### src/rtl/digital_tube.sv
// 8-digit multiplexed hex display driver with byte-enabled DATA and CTRL registers.
// Latency: TubeSel/TubeSeg lag scan/register state by one cycle; writes always accepted, no backpressure.
module digital_tube #(
  parameter int unsigned SCAN_DIV = 50000,
  parameter int unsigned DIV_W    = 20
) (
  input  logic        Clk,
  input  logic        Reset,
  input  logic        WE,
  input  logic        Addr,
  input  logic [3:0]  BE,
  input  logic [31:0] DIn,
  output logic [31:0] DOut,
  output logic [7:0]  TubeSel,
  output logic [7:0]  TubeSeg
);

  localparam logic [DIV_W-1:0] PC_LAST = DIV_W'(SCAN_DIV - 1);

  logic [31:0]      data_q, data_d;
  logic [1:0]       ctrl_q, ctrl_d;
  logic [DIV_W-1:0] pc_q, pc_d;
  logic [2:0]       idx_q, idx_d;
  logic [7:0]       sel_q, sel_d;
  logic [7:0]       seg_q, seg_d;
  logic             tick;
  logic [3:0]       nibble;
  logic             upper_zero;

  function automatic logic [7:0] hex_seg(input logic [3:0] n);
    case (n)
      4'h0: hex_seg = 8'hC0;
      4'h1: hex_seg = 8'hF9;
      4'h2: hex_seg = 8'hA4;
      4'h3: hex_seg = 8'hB0;
      4'h4: hex_seg = 8'h99;
      4'h5: hex_seg = 8'h92;
      4'h6: hex_seg = 8'h82;
      4'h7: hex_seg = 8'hF8;
      4'h8: hex_seg = 8'h80;
      4'h9: hex_seg = 8'h90;
      4'hA: hex_seg = 8'h88;
      4'hB: hex_seg = 8'h83;
      4'hC: hex_seg = 8'hC6;
      4'hD: hex_seg = 8'hA1;
      4'hE: hex_seg = 8'h86;
      default: hex_seg = 8'h8E;
    endcase
  endfunction

  always_comb begin
    data_d = data_q;
    ctrl_d = ctrl_q;
    if (WE && !Addr) begin
      for (int k = 0; k < 4; k++) begin
        if (BE[k]) data_d[8*k +: 8] = DIn[8*k +: 8];
      end
    end
    if (WE && Addr && BE[0]) ctrl_d = DIn[1:0];
  end

  // Scan timing is free-running and never touched by bus traffic.
  always_comb begin
    tick  = (pc_q == PC_LAST);
    pc_d  = tick ? '0 : pc_q + DIV_W'(1);
    idx_d = tick ? idx_q + 3'd1 : idx_q;
  end

  always_comb begin
    nibble     = data_q[{idx_q, 2'b00} +: 4];
    upper_zero = ((data_q >> {idx_q, 2'b00}) == 32'd0);
    sel_d      = 8'hFF;
    seg_d      = 8'hFF;
    if (ctrl_q[0]) begin
      sel_d = ~(8'd1 << idx_q);
      // Digit 0 always shows, so an all-zero value still reads as "0".
      if (!(ctrl_q[1] && (idx_q != 3'd0) && upper_zero)) seg_d = hex_seg(nibble);
    end
  end

  always_ff @(posedge Clk or negedge Reset) begin
    if (!Reset) begin
      data_q <= 32'd0;
      ctrl_q <= 2'b01;
      pc_q   <= '0;
      idx_q  <= 3'd0;
      sel_q  <= 8'hFF;
      seg_q  <= 8'hFF;
    end else begin
      data_q <= data_d;
      ctrl_q <= ctrl_d;
      pc_q   <= pc_d;
      idx_q  <= idx_d;
      sel_q  <= sel_d;
      seg_q  <= seg_d;
    end
  end

  assign DOut    = Addr ? {30'd0, ctrl_q} : data_q;
  assign TubeSel = sel_q;
  assign TubeSeg = seg_q;

endmodule

### config.mk
export PLATFORM = sky130hd
export DESIGN_NAME = digital_tube
export DESIGN_NICKNAME = d
export VERILOG_FILES = /design/src/rtl/digital_tube.sv
export SDC_FILE = /design/constraint.sdc
export NUM_CORES = 1
export LEC_CHECK = 0
export ABC_CLOCK_PERIOD_IN_PS = 3800
export CAP_MARGIN = 10
export CORE_UTILIZATION = 51
export DETAILED_ROUTE_END_ITERATION = 16
export GPL_TIMING_DRIVEN = 0
export PLACE_DENSITY = 0.81
export SLEW_MARGIN = 40
export SYNTH_ARGS = -nofsm -noshare
export SYNTH_HDL_FRONTEND = slang
export SYNTH_SLANG_ARGS = --single-unit
### constraint.sdc
create_clock -name Clk -period 3.8 [get_ports Clk]
set_input_delay 0.57 -clock Clk [delete_from_list [all_inputs] [get_ports Clk]]
set_output_delay 0.57 -clock Clk [all_outputs]
set_load 0.01 [all_outputs]
==> flow_metrics.tcl, run 1 <==
set metrics [dict create \
    seq_area_frac_synth_pct 46.5 \
    critPathCaptureType "flip-flop" \
    drv_cap 0 \
    grt.overflow.total 0 \
    fp-row-count 31 \
    ioPinCount 88 \
    multi_input_area_sq_um 2000 \
    peakVddDrop_uv 290 \
    dpl-instance-area_sq_um 4930 \
    num-fill-cells 537 \
    clock_path_buffers 2 \
    hold_class "input pin to asynchronous set/reset pin" \
    drc 0 \
    syn_area_per_cell_sq_um 11.6 \
    status "finished clean" \
    grt_max_degree 39 \
    critPathLaunchType "flip-flop" \
    path_max_fanout 10 \
    rsz0062_at_grt "no" \
    die_x_microns 89.7 \
    synth-async-reset-ratio_pct 100 \
    initial_core_util_pct 53.5 \
    fin_nets 488 \
    final_cell_mix "clkdlybuf4s50_1 (85), dfrtp_1 (56), mux2_2 (36)" \
    final_common_cell "clkdlybuf4s50_1" \
    synth_enable_flop_cells 0 \
    hpwl_mm 6.76 \
    regArea_sq_um 1820 \
    diodes 0 \
    root_buffer "clkbuf_8" \
    h-tree-depth 3 \
    first_iter_violations 148 \
    slew_headroom_pct 53.2 \
    design_area_sq_um 5150 \
    ys_warn_count 0 \
    worst-setup-path-type "flip-flop to flip-flop" \
    port_buffers 86 \
    synth_top_area_share_pct 35.7 \
    antenna_found_initial 0 \
    arrival_ns 3.48 \
    fin_tns_setup_ns 0 \
    syn-cell-area_sq_um 3920 \
    hold_buffers 0 \
    drive_above_1_share_pct 19.5 \
    worstSkewPairLatency_ns 0.34 \
    tightest_slew_ns 0.683 \
    power_density_nw_per_um2 440 \
    rrSetupSlack_ns 0.57 \
    clock-sinks 72 \
    ys_types 50 \
    cts_setup_buffers 0 \
    grt_pass1_vias 3012 \
    core_area_sq_um 7330 \
    drv_slew 0 \
    cts.clk_slew.worst_paths_ns 0.08 \
    leakagePower_uw 0.00215 \
    min_period_ns 3.23 \
    ant_nets 0 \
    grt_pass1_wl_mm 15.2 \
    netlist.top_cell.by_area "dfrtp_1" \
    hold_ws_ns 0.0987 \
    ys_top_cells_by_area "dfrtp_1 (36%), dfstp_2 (11%), mux2_2 (10%)" \
    syn_to_final_growth_pct 31.4 \
    required_ns 4.05 \
    worstRegToRegCells 9 \
    postSynthNetCount 390 \
    drt_first_pass_iters 5 \
    cts_tree "yes" \
    cts_resized 0 \
    dieArea_sq_um 8040 \
    gp_congestion 0.903 \
    power_uw 2270 \
    max_freq_mhz 310 \
    clock_skew_ns 0.00886 \
    vias 3047 \
    globalRouteTotalUtil_pct 25.7 \
    fp.dieH_microns 89.7 \
    fin_crit_sh_pct 85.0 \
    drt-total-wl_mm 9.38 \
    yosys_most_used_dff "dfrtp_1" \
    finalSetupViolCount 0 \
    hold_viol_final 0 \
    post_drt_wl_per_cell_microns 17.4 \
    synth_seq_cells 72 \
    via_per_inst 5.65 \
    synthesis.instances 337 \
    cts_inserted_buffers 9 \
]
area by class of cell:
cell class | count | share of cell area, %
timing repair buffer | 87 | 17.1
buffer | 13 | 1.46
clock inverter | 3 | 1.26
clock buffer | 13 | 3.09
inverter | 7 | 0.510
multi-input combinational | 245 | 38.8
sequential | 72 | 35.4
tap | 99 | 2.41
metrics by stage:
stage	setup WS [ns]	instances	util, %
finish	0.570	539	70.3
global route	0.303	539	70.3
CTS	0.587	539	70.3
detailed placement	0.618	523	67.2
global placement	-0.142	522	66.9
floorplan	1.12	337	-
synthesized netlist by cell type, drive strengths merged (2+ instances only):
cell	n
a2111oi	2
a21oi	3
a311oi	2
a32oi	2
and2	2
and3	5
buf	7
clkbuf	6
dfrtp	56
dfstp	16
ha	13
inv	6
mux2	36
mux2i	10
mux4	8
nand2	23
nand2b	2
nand3	11
nand4	3
nor2	25
nor2b	32
nor3	9
nor4	10
o211ai	3
o21ai	5
o221ai	4
o22ai	3
or2b	4
xnor2	10
xor2	8
metal layers:
metal | part of all wire (%) | GRT usage [%] | up-vias
met5 | 0 | 0 | -
met4 | 1.8 | 9.96 | 0
met3 | 4.9 | 4.48 | 19
met2 | 49 | 42.1 | 115
met1 | 44 | 34.1 | 1509
li1 | - | - | 1404
registers in the layout, summed over array words and instances, names as in the netlist:
name,count
data_q,32
idx_q,3
TubeSel,8
pc_q,20
TubeSeg,7
ctrl_q,2
kinds of logic after synthesis:
group / count (synthesis) / synth area share (%)
AOI/OAI and AO/OA: 29 / 6.03
xor gates and xnor gates: 18 / 4.02
adders and majority gates: 13 / 4.15
buffers and inverters: 20 / 2.58
DFF: 72 / 46.5
muxes: 54 / 18.7
other: 1 / 0.0957
and+or+nand+nor: 130 / 17.9
power by group:
group	switching [uW]	total, uW	internal, uW
Combinational	252	590	338
Clock	279	684	405
Sequential	108	993	885
worst paths after layout:
| check | startpoint | endpoint |
|---|---|---|
| min in group Clk | pc_q[0] | pc_q[0] |
| max in group asynchronous | Reset | ctrl_q[0] |
| hold reg to reg | pc_q[0] | pc_q[0] |
| setup reg to reg | idx_q[2] | TubeSeg[4] |
| setup / recovery | idx_q[2] | TubeSeg[4] |
| hold / removal | Reset | pc_q[19] |
critical path, stage by stage, from the launching register on:
cell	delay (ns)
dfrtp_1	0.37
buf_2	0.23
clkbuf_1	0.38
inv_1	0.21
mux2i_1	0.59
ha_1	0.33
o2111ai_1	0.13
a211oi_1	0.36
a41oi_4	0.24
o221ai_1	0.29
Note: power is estimated with default switching activity, not from simulation.
==> run 2: changes to the inputs <==
--- a/config.mk
+++ b/config.mk
@@ -5,12 +5,12 @@
 export SDC_FILE = /design/constraint.sdc
 export NUM_CORES = 1
 export LEC_CHECK = 0
-export ABC_CLOCK_PERIOD_IN_PS = 3800
+export ABC_CLOCK_PERIOD_IN_PS = 2870
 export CAP_MARGIN = 10
-export CORE_UTILIZATION = 51
+export CORE_UTILIZATION = 46
 export DETAILED_ROUTE_END_ITERATION = 16
 export GPL_TIMING_DRIVEN = 0
-export PLACE_DENSITY = 0.81
+export PLACE_DENSITY = 0.77
 export SLEW_MARGIN = 40
 export SYNTH_ARGS = -nofsm -noshare
 export SYNTH_HDL_FRONTEND = slang
==> constraint.sdc (replaced) <==
create_clock -name Clk -period 2.87 [get_ports Clk]
set_input_delay 0.4305 -clock Clk [delete_from_list [all_inputs] [get_ports Clk]]
set_output_delay 0.4305 -clock Clk [all_outputs]
set_load 0.01 [all_outputs]
==> flow_metrics.tcl, run 2 (same netlist as run 1, synthesis figures left out) <==
set metrics [dict create \
    status "finished clean" \
    place_worst_setup_slack_ns -0.240 \
    clock-sinks 72 \
    leakagePower_uw 0.00213 \
    h-tree-depth 3 \
    drive_above_1_share_pct 20.8 \
    fin_crit_sh_pct 95.2 \
    fp-row-count 33 \
    largest_reg_flops 32 \
    root_buffer "clkbuf_8" \
    syn_to_final_growth_pct 31.4 \
    clock_skew_ns 0.00453 \
    gp_congestion 0.935 \
    path_max_fanout 9 \
    dpl-instance-area_sq_um 4930 \
    timing.rr.end "TubeSeg[4]" \
    core_area_sq_um 8220 \
    fin_nets 490 \
    final_common_cell "clkdlybuf4s50_1" \
    power_uw 2790 \
    slew_headroom_pct 57.0 \
    critPathLaunchType "flip-flop" \
    antenna_found_initial 0 \
    arrival_ns 3.00 \
    cts_tree "yes" \
    worstRegToRegCells 8 \
    rrSetupSlack_ns 0.14 \
    design_area_sq_um 5150 \
    max_freq_mhz 366 \
    min_period_ns 2.73 \
    required_ns 3.13 \
    initial_core_util_pct 47.7 \
    final_cell_mix "clkdlybuf4s50_1 (85), dfrtp_1 (56), mux2_2 (36)" \
    hold_viol_final 0 \
    critPathCaptureType "flip-flop" \
    drc 0 \
    ant_nets 0 \
    post_drt_wl_per_cell_microns 16.3 \
    finalSetupViolCount 0 \
    fp.dieH_microns 94.3 \
    grt_pass1_vias 2928 \
    drv_slew 0 \
    grt_max_degree 47 \
    hpwl_mm 6.52 \
    clock_path_buffers 2 \
    cts.clk_slew.worst_paths_ns 0.07 \
    crit_chain "buf_6 -> mux4_1 -> mux2i_4 -> ha_2 -> o2111ai_1 -> a211oi_2 -> a41oi_4 -> o221ai_1" \
    peakVddDrop_uv 246 \
    port_buffers 86 \
    ioPinCount 88 \
    final_cells 547 \
    globalRouteTotalUtil_pct 21.8 \
    setup_slack_ns 0.137 \
    diodes 0 \
    drt-total-wl_mm 8.91 \
    grt.overflow.total 0 \
    drv_cap 0 \
    dieArea_sq_um 8900 \
    endpoint "TubeSeg[4]" \
    vias 2990 \
    first_iter_violations 131 \
    holdPathStages 1 \
    die_x_microns 94.3 \
    worstSkewPairLatency_ns 0.35 \
    rsz0062_at_grt "yes" \
    cp_slowest_cell "mux4_1" \
    worst-setup-path-type "flip-flop to flip-flop" \
    power_density_nw_per_um2 541 \
    regMostFlops "data_q" \
    grt_pass1_wl_mm 14.7 \
    dp.cells 529 \
    cts_inserted_buffers 9 \
    drt_first_pass_iters 4 \
    tightest_slew_ns 0.645 \
    hold_class "flip-flop to flip-flop" \
    rr_startpoint "idx_q[0]" \
    critPathMaxStageDelay_ns 0.63 \
    via_per_inst 5.47 \
    crit_path_start "idx_q[0]" \
]
-- run 2: changes by cell type in the layout (fill, tap and decap cells not counted), sizes merged --
cell	previous run	this run
buf	9	11
bufinv	2	0
clkbuf	19	17
clkinv	2	5
dlygate4sd3	0	1
-- run 2: stage by stage --
stage / utilization [%] / TNS, ns / hold slack, ns
2_1_floorplan: - / 0 / 0.135
3_3_place_gp: 59.8 / -55.77 / 0.448
3_5_place_dp: 60.0 / -1.41 / 0.309
4_1_cts: 62.4 / 0 / 0.465
5_1_grt: 62.7 / -0.0804 / 0.479
6_report: 62.7 / 0 / 0.462
-- run 2: worst min-delay path by stage --
stage,startpoint,to,slack [ns]
2_1_floorplan,Reset,ctrl_q[1],0.13
3_3_place_gp,pc_q[0],pc_q[0],0.45
3_5_place_dp,Reset,data_q[29],0.31
4_1_cts,pc_q[0],pc_q[0],0.46
5_1_grt,pc_q[0],pc_q[0],0.48
6_report,pc_q[0],pc_q[0],0.46
-- run 2: cell type report --
| class | count | area, sq um |
|---|---|---|
| Tap cell | 105 | 131 |
| Multi-Input combinational cell | 245 | 2030 |
| Timing Repair Buffer | 90 | 907 |
| Clock buffer | 12 | 145 |
| Fill cell | 672 | 3060 |
| Inverter | 7 | 26.3 |
| Buffer | 12 | 71.3 |
| Clock inverter | 4 | 20.0 |
| Sequential cell | 72 | 1820 |
-- run 2: worst max-delay path: cells and delay by family (launching register included) --
kind                     cells  cell delay, ns
adder cells (fa/ha/maj)      1            0.26
buffers and inverters        1            0.18
AO/OA/AOI/OAI                4            0.90
flip-flops                   1            0.41
multiplexers                 2            0.88
-- run 2: where the power goes --
part	switching [uW]	internal, uW	leakage [uW]
registers	134	1170	0.000866
clock network	352	332	0.0000899
logic	337	461	0.00117
-- run 2: metal layers --
layer  track usage (%)  up-vias  wire length, microns
met3              4.85       20                   479
met4              7.44        0                   137
met1              29.3     1458                  4030
li1                  -     1407                     -
met5                 0        -                     0
met2              34.8      105                  4260
-- run 2: timing repair --
item | CTS | global route
pin swaps | 0 | 0
resized for setup | 4 | 2
buffers inserted | 0 | 2
endpoints found under the hold margin | 22 | 0
hold buffers | 1 | 0
setup endpoints to repair | 7 | 7
==> run 3: changes to the inputs <==
--- a/config.mk
+++ b/config.mk
@@ -8,6 +8,7 @@
 export ABC_CLOCK_PERIOD_IN_PS = 2870
 export CAP_MARGIN = 10
 export CORE_UTILIZATION = 46
+export CTS_BUF_LIST = sky130_fd_sc_hd__clkbuf_16
 export DETAILED_ROUTE_END_ITERATION = 16
 export GPL_TIMING_DRIVEN = 0
 export PLACE_DENSITY = 0.77
==> flow_metrics.tcl, run 3 (same netlist as run 1, synthesis figures left out) <==
set metrics [dict create \
    status "finished clean" \
    tightest_slew_ns 0.598 \
    worstRegToRegCells 8 \
    min_period_ns 2.74 \
    cts.clk_slew.worst_paths_ns 0.05 \
    critPathTopFamily "compound AO/OA/AOI/OAI gates" \
    timing.rr.end "TubeSeg[6]" \
    drt_first_pass_iters 4 \
    cts_inserted_buffers 9 \
    finalSetupViolCount 0 \
    drv_cap 0 \
    rrSetupSlack_ns 0.13 \
    root_buffer "clkbuf_16" \
    holdPathStages 1 \
    critPathBufInv 1 \
    post_drt_wl_per_cell_microns 16.3 \
    vias 2985 \
    cts_tree "yes" \
    drc 0 \
    hpwl_mm 6.52 \
    rsz0062_at_grt "yes" \
    fp.dieH_microns 94.3 \
    fin_crit_sh_pct 95.5 \
    finish.utilization_pct 63.8 \
    drive_above_1_share_pct 20.6 \
    drt-total-wl_mm 8.93 \
    max_freq_mhz 365 \
    rr_startpoint "idx_q[0]" \
    path_max_fanout 9 \
    h-tree-depth 3 \
    arrival_ns 2.98 \
    grt.overflow.total 0 \
    grt_max_degree 47 \
    diodes 0 \
    critPathCaptureType "flip-flop" \
    final_cells 547 \
    final_cell_mix "clkdlybuf4s50_1 (85), dfrtp_1 (56), mux2_2 (36)" \
    hold_class "flip-flop to flip-flop" \
    drv_slew 0 \
    cp_slowest_cell "mux4_1" \
    port_buffers 86 \
    clock_skew_ns 0.00588 \
    worstSkewPairLatency_ns 0.33 \
    slew_headroom_pct 59.8 \
    via_per_inst 5.46 \
    core_area_sq_um 8220 \
    grt_pass1_wl_mm 14.7 \
    initial_core_util_pct 47.7 \
    dieArea_sq_um 8900 \
    final_common_cell "clkdlybuf4s50_1" \
    clock_path_buffers 2 \
    power_uw 3060 \
    gp_congestion 0.935 \
    power_density_nw_per_um2 584 \
    grt_pass1_vias 2958 \
    worst-setup-path-type "flip-flop to flip-flop" \
    regMostFlops "data_q" \
    first_iter_violations 107 \
    setup_slack_ns 0.130 \
    dp.cells 529 \
    ant_nets 0 \
    critPathLaunchType "flip-flop" \
    worstHoldStart "pc_q[0]" \
    fin_nets 490 \
    place_worst_setup_slack_ns -0.240 \
    leakagePower_uw 0.00217 \
    fp-row-count 33 \
    clock-sinks 72 \
    globalRouteTotalUtil_pct 21.9 \
    crit_chain "buf_6 -> mux4_1 -> mux2i_4 -> ha_2 -> o2111ai_1 -> a211oi_2 -> a41oi_4 -> o221ai_1" \
    required_ns 3.11 \
    hold-path-endpoint "pc_q[0]" \
    peakVddDrop_uv 287 \
    ioPinCount 88 \
    antenna_found_initial 0 \
    hold_viol_final 0 \
    die_x_microns 94.3 \
    syn_to_final_growth_pct 33.8 \
    largest_reg_flops 32 \
    critPathMaxStageDelay_ns 0.63 \
]
-- run 3: cell types whose count changed in the layout (fill, tap and decap cells not counted), sizes merged --
cell,before,now
clkbuf,17,14
inv,6,8
clkinv,5,6
-- run 3: routing by layer --
layer  vias up  share of wire [%]  global-route usage (%)
li1       1415                  -                       -
met1      1444                 46                    29.3
met2       104                 47                    34.1
met3        22                5.3                    6.31
met4         0                2.0                    7.44
met5         -                  0                       0
-- run 3: worst register-to-register path, delay by kind of cell, from the launching register on --
kind / cells / cell delay [ns]
mux: 2 / 0.89
fa+ha+maj: 1 / 0.27
flops: 1 / 0.41
buf+inv: 1 / 0.18
compound gates: 4 / 0.91
-- run 3: cell type report --
cell class	instances	area, sq um
repair buffers	90	907
multi-input cells	245	2030
well taps	105	131
clock inverters	7	31.3
plain buffers	12	71.3
flip-flops and latches	72	1820
inverters	7	26.3
fillers	654	2970
clock buffers	9	225
-- run 3: repair_timing --
action,4_1_cts,5_1_grt
gates resized for setup,4,2
hold buffers,1,0
setup buffers,0,2
endpoints found under the hold margin,22,0
setup endpoints to repair,7,7
-- run 3: report_power, final --
part | switching, uW | internal [uW] | total (uW) | leakage [uW]
combinational | 336 | 461 | 797 | 0.00117
sequential | 134 | 1170 | 1310 | 0.000866
clock | 389 | 568 | 957 | 0.000139
total | 860 | 2200 | 3060 | 0.00217
-- run 3: through the flow --
| step | setup TNS [ns] | hold WS (ns) | instance area [sq um] |
|---|---|---|---|
| after floorplan | 0 | 0.135 | 3920 |
| after global placement | -55.77 | 0.448 | 4910 |
| after detailed placement | -1.41 | 0.309 | 4930 |
| after CTS | 0 | 0.462 | 5220 |
| after global routing | -0.136 | 0.476 | 5240 |
| final | 0 | 0.459 | 5240 |
-- run 3: worst max path at each step --
stage / from / end / depth (start not counted)
floorplan: idx_q[0] / TubeSeg[4] / 8
global placement: Reset / data_q[13] / 1
detailed placement: idx_q[0] / TubeSeg[6] / 8
CTS: idx_q[0] / TubeSeg[6] / 8
global route: idx_q[0] / TubeSeg[3] / 8
finish: idx_q[0] / TubeSeg[6] / 8
